File: src/rtl/instr_encoder.sv
// RV32I R/I-type ALU instruction encoder with sequential imem write addresses and a 2-entry output FIFO.
// Optional immediate range checking is enabled by defining ENC_RANGE_CHECK_EN.
module instr_encoder #(
    parameter int                ADDR_W    = 32,
    parameter logic [ADDR_W-1:0] BASE_ADDR = '0
) (
    input  logic              clk,
    input  logic              rst_n,
    input  logic              restart,
    input  logic              in_valid,
    output logic              in_ready,
    input  logic [4:0]        in_alu_op,
    input  logic [4:0]        in_rd,
    input  logic [4:0]        in_rs1,
    input  logic [4:0]        in_rs2,
    input  logic [31:0]       in_imm,
    output logic              out_valid,
    input  logic              out_ready,
    output logic [31:0]       out_instr,
    output logic [ADDR_W-1:0] out_addr,
    output logic              err_illegal,
    output logic [7:0]        illegal_cnt
);
    typedef struct packed {
        logic [31:0]       instr;
        logic [ADDR_W-1:0] addr;
    } entry_t;

    logic [2:0]  funct3;
    logic [6:0]  funct7;
    logic        is_i, is_sh, op_ok, range_ok, legal;
    logic [31:0] word;

    always_comb begin
        funct3 = 3'b000;
        funct7 = 7'b0000000;
        is_i   = 1'b0;
        is_sh  = 1'b0;
        op_ok  = 1'b1;
        case (in_alu_op)
            5'd0:  ;
            5'd1:  is_i = 1'b1;
            5'd2:  funct7 = 7'b0100000;
            5'd3:  funct3 = 3'b100;
            5'd4:  begin funct3 = 3'b100; is_i = 1'b1; end
            5'd5:  funct3 = 3'b110;
            5'd6:  begin funct3 = 3'b110; is_i = 1'b1; end
            5'd7:  funct3 = 3'b111;
            5'd8:  begin funct3 = 3'b111; is_i = 1'b1; end
            5'd9:  funct3 = 3'b001;
            5'd10: begin funct3 = 3'b001; is_i = 1'b1; is_sh = 1'b1; end
            5'd11: funct3 = 3'b101;
            5'd12: begin funct3 = 3'b101; is_i = 1'b1; is_sh = 1'b1; end
            5'd13: begin funct3 = 3'b101; funct7 = 7'b0100000; end
            5'd14: begin funct3 = 3'b101; funct7 = 7'b0100000; is_i = 1'b1; is_sh = 1'b1; end
            5'd15: funct3 = 3'b010;
            5'd16: begin funct3 = 3'b010; is_i = 1'b1; end
            5'd17: funct3 = 3'b011;
            5'd18: begin funct3 = 3'b011; is_i = 1'b1; end
            default: op_ok = 1'b0;
        endcase
    end

`ifdef ENC_RANGE_CHECK_EN
    // Shift amounts must fit 5 bits; other immediates must be sign-extended 12-bit values.
    assign range_ok = is_sh ? (in_imm[31:5] == '0) :
                      is_i  ? (in_imm[31:11] == {21{in_imm[11]}}) : 1'b1;
`else
    logic unused_imm_hi;
    assign unused_imm_hi = ^in_imm[31:12];
    assign range_ok      = 1'b1;
`endif

    assign legal = op_ok & range_ok;

    always_comb begin
        if (!is_i)
            word = {funct7, in_rs2, in_rs1, funct3, in_rd, 7'b0110011};
        else if (is_sh)
            word = {funct7, in_imm[4:0], in_rs1, funct3, in_rd, 7'b0010011};
        else
            word = {in_imm[11:0], in_rs1, funct3, in_rd, 7'b0010011};
    end

    entry_t            fifo_q [2];
    logic              rd_ptr, wr_ptr;
    logic [1:0]        count;
    logic [ADDR_W-1:0] next_addr, push_addr;
    logic              accept, push, pop;

    assign in_ready  = ~count[1];
    assign out_valid = (count != 2'd0);
    assign out_instr = fifo_q[rd_ptr].instr;
    assign out_addr  = fifo_q[rd_ptr].addr;
    assign accept    = in_valid & in_ready;
    assign push      = accept & legal;
    assign pop       = out_valid & out_ready;
    // restart in the push cycle retargets that very word to BASE_ADDR
    assign push_addr = restart ? BASE_ADDR : next_addr;

    always_ff @(posedge clk or negedge rst_n) begin
        if (!rst_n) begin
            fifo_q[0]   <= '0;
            fifo_q[1]   <= '0;
            rd_ptr      <= 1'b0;
            wr_ptr      <= 1'b0;
            count       <= 2'd0;
            next_addr   <= BASE_ADDR;
            err_illegal <= 1'b0;
            illegal_cnt <= 8'd0;
        end else begin
            if (push) begin
                fifo_q[wr_ptr] <= '{instr: word, addr: push_addr};
                wr_ptr         <= ~wr_ptr;
                next_addr      <= push_addr + ADDR_W'(4);
            end else if (restart) begin
                next_addr <= BASE_ADDR;
            end
            if (pop)
                rd_ptr <= ~rd_ptr;
            case ({push, pop})
                2'b10:   count <= count + 2'd1;
                2'b01:   count <= count - 2'd1;
                default: ;
            endcase
            err_illegal <= accept & ~legal;
            if (accept && !legal && illegal_cnt != 8'hFF)
                illegal_cnt <= illegal_cnt + 8'd1;
        end
    end
endmodule

File: config.mk
export PLATFORM = sky130hd
export DESIGN_NAME = instr_encoder
export DESIGN_NICKNAME = d
export VERILOG_FILES = /design/src/rtl/instr_encoder.sv
export SDC_FILE = /design/constraint.sdc
export NUM_CORES = 1
export LEC_CHECK = 0
export ABC_AREA = 0
export BUFFER_PORTS_ARGS = -buffer_cell sky130_fd_sc_hd__buf_2
export CORE_ASPECT_RATIO = 0.5
export CORE_MARGIN = 8
export CORE_UTILIZATION = 52
export CTS_CLUSTER_SIZE = 40
export DETAILED_ROUTE_END_ITERATION = 8
export GPL_ROUTABILITY_DRIVEN = 0
export GPL_TIMING_DRIVEN = 0
export PLACE_DENSITY = 0.72
export SLEW_MARGIN = 20
export SYNTH_ARGS = -nofsm -noshare
export SYNTH_HDL_FRONTEND = slang
export SYNTH_SLANG_ARGS = --single-unit
File: constraint.sdc
create_clock -name clk -period 2.7 [get_ports clk]
set_clock_uncertainty 0.15 [all_clocks]
set_input_delay 0.27 -clock clk [delete_from_list [all_inputs] [get_ports clk]]
set_output_delay 0.27 -clock clk [all_outputs]
set_load 0.01 [all_outputs]
==> impl_results.md <==
* Crit-path cells: clkbuf_1, buf_1, mux2_2, buf_2
* Clock Power Share at 30.9%
* Post-synth EDFFs at 0
* Leakage power at 4.37 nW
* Vias in the first global route at 6502
* Hold Slack at 0.00927 ns
* Die width at 189 µm
* Fin. Hold Viols at 0
* Share of the synthesized area in the top cell type at 52.6%
* Rows at 31
* Sequential Power Share at 40.9%
* Logic gate share of total power at 28.2%
* Core Area at 14500 µm²
* Via count at 6410
* Most common cell after layout, fill and taps aside: nand2_1
* Synth Instances at 792
* Worst-margin pin slew at 0.881 ns
* Clk sinks at 163
* H-tree levels at 4
* IO Port Bufs at 107
* Max-slew headroom at 41.2%
* First-pass GRT wire length at 32800 µm
* Final worst-path cycle share at 96.1%
* Inserted Clock Buffers at 17
* Tmin final at 2.60 ns
* Synth Warn # at 0
* DRC at 0
* Synth area leaders: dfrtp_1 53%, mux2_2 8.9%, nand2_1 8.4%
* Switching pwr at 2.57 mW
* Clock buffer depth at 2
* Post-synth ARST share at 100%
* Total track usage at 21.0%
* Yosys reg bits at 163
* Worst vdd ir at 553 µV
* Sw Share at 33.3%
* Min-Delay Path Class: in -> reg
* Top_reg_cell synth: dfrtp_1
* Placed insts at 1100
* Finished Cell Area at 9380 µm²
* Initial Util at 53.5%
* Filler Cell Count at 1180
* Final Core Density at 64.7%
* Ports at 132
* Routed WL per cell at 17.3 µm
* Area grow syn2layout at 20.9%
* Status: finished, final reports clean
* CP Class: reg -> out
* Pins over their slew limit at 0
* CP required at 2.28 ns
* Chip height at 102 µm
* Placed Area at 8590 µm²
* Non-Filler Instances at 1151
* Slowest stage cell, crit path: buf_1
* Worst EP arrival at 2.18 ns
* P_int at 5.15 mW
* Post-synth cell types at 52
* Largest net degree at the start of global routing at 91
* CP startpoint kind: flip-flop
* Peak per-stage delay on the critical path at 0.59 ns
* Remaining antenna violation count at 0
* RSZ-0062 raised after global routing: no
* Die area at 19300 µm²
* NumNets Final at 1000
* Buf/Inv on CP at 3
* Post-synthesis sequential area ratio at 52.6%
* Avg Synthesized Cell Area at 9.80 µm²
* CP top delay family: buffers and inverters
* Clock transition at path regs at 0.06 ns
* Detailed Routing Iterations Pass 1 at 5
* Worst-path fanout max at 10
* Max Cap Viol at 0
* CTS tree: yes
* Commonest non-fill, non-tap cells in the layout: 174 x nand2_1, 163 x dfrtp_1, 109 x buf_2
* Skew-Pair Late Insertion Delay at 0.43 ns
* Grt total ovfl at 0
* Max frequency at 385 MHz
* Initial DRC count at 471
* Total Wirelength at 19900 µm
* Antenna violations before repair at 0
* Avg Vias per Cell at 5.57
* Synth Cell Area at 7760 µm²
* HPWL Detailed at 13800 µm
* Setup violators final at 0
* Nature of the critical path endpoint: output port
* Power per cell area at 823 nW/µm²
* Clock root buffer: clkbuf_16
* Share of cells above drive strength 1 at 23.1%
* Post-synth top area cell: dfrtp_1
* Diode count at 0
==> cells in the mapped netlist, drive strengths merged, types with 2 or more instances <==
library cell,number
nor3,7
or3,3
nand2,174
a22oi,2
nor3b,2
o21a,2
o211ai,2
xor2,12
a2111oi,2
and3,6
clkbuf,36
a211oi,4
o31ai,10
and4b,3
nor2,19
a31oi,13
mux2,61
or4,12
nand2b,37
nor4,3
o22a,2
o21ai,93
inv,12
mux2i,5
and2,2
a21oi,16
buf,18
dfrtp,163
and4,2
nand4,9
nor2b,7
a211o,3
ha,3
nand4b,4
xnor2,12
or2,3
nand3,19
==> per-layer routing <==
layer  GRT usage [%]  up-vias  wire length (µm)
met4            6.27        0               271
met1            27.4     3147              8840
met5               0        -                 0
met2            34.8      200              9520
met3            5.14       24              1280
li1                -     3039                 -
==> worst register-to-register path, cell delays in order (launching register included) <==
cell	delay, ns
dfrtp_1	0.41
nand3_1	0.23
or4_1	0.66
clkbuf_1	0.26
clkbuf_1	0.29
o31ai_1	0.33
a21oi_1	0.11
==> registers in the layout, indices dropped and copies added (netlist names) <==
name         flops
fifo_q         118
next_addr       32
illegal_cnt      8
count            2
err_illegal      1
rd_ptr           1
wr_ptr           1
==> path summary, 6_finish.rpt <==
check,from,endpoint,slack [ns],cells after the start
setup / recovery,rd_ptr,out_instr[30],0.10,4
hold / removal,in_imm[3],fifo_q[119],0.009,3
setup reg to reg,next_addr[8],next_addr[30],0.12,6
hold reg to reg,fifo_q[36],fifo_q[36],0.31,1
min in group asynchronous,rst_n,fifo_q[24],0.24,2
max in group asynchronous,rst_n,fifo_q[124],1.33,3
==> kinds of logic after synthesis <==
family          count (synthesis)  synth area share, %
flops                         163                 52.6
other cells                     1               0.0483
buf+inv                        66                 3.47
fa+ha+maj                       3                0.484
simple gates                  314                 19.3
xor+xnor                       24                 2.71
compound gates                155                 11.9
mux                            66                 9.50
==> through the flow <==
step	power [mW]	setup TNS [ns]	setup WS, ns
5_1_grt	8.14	0	0.00764
6_report	7.72	0	0.104
4_1_cts	7.77	0	0.0194
3_5_place_dp	5.36	-5.11	-0.388
3_3_place_gp	5.28	-208.34	-1.26
2_1_floorplan	4.52	0	0.319
==> final cells by class <==
type	instances	area (µm²)	area share, %
inverters	12	45.0	0.480
clock inverters	12	123	1.31
flip-flops and latches	163	4080	43.5
well taps	198	248	2.64
multi-input cells	565	3440	36.6
repair buffers	128	773	8.24
clock buffers	20	457	4.87
plain buffers	53	224	2.39
==> power by group through the flow <==
| stage | clock network [mW] | registers, mW | logic [mW] |
|---|---|---|---|
| 6_report | 2.39 | 3.16 | 2.17 |
| 5_1_grt | 2.53 | 3.21 | 2.39 |
| 4_1_cts | 2.41 | 3.16 | 2.20 |
| 3_5_place_dp | 0 | 3.20 | 2.16 |
| 3_3_place_gp | 0 | 3.17 | 2.11 |
| 2_1_floorplan | 0 | 3.14 | 1.38 |
==> timing repair <==
item / 4_1_cts / 5_1_grt
endpoints found under the setup margin: 0 / 21
endpoints found under the hold margin: 110 / 0
hold buffers: 20 / 0
buffers inserted: 0 / 0
gates resized for setup: 0 / 6
Power figures use the tool's default switching activity.
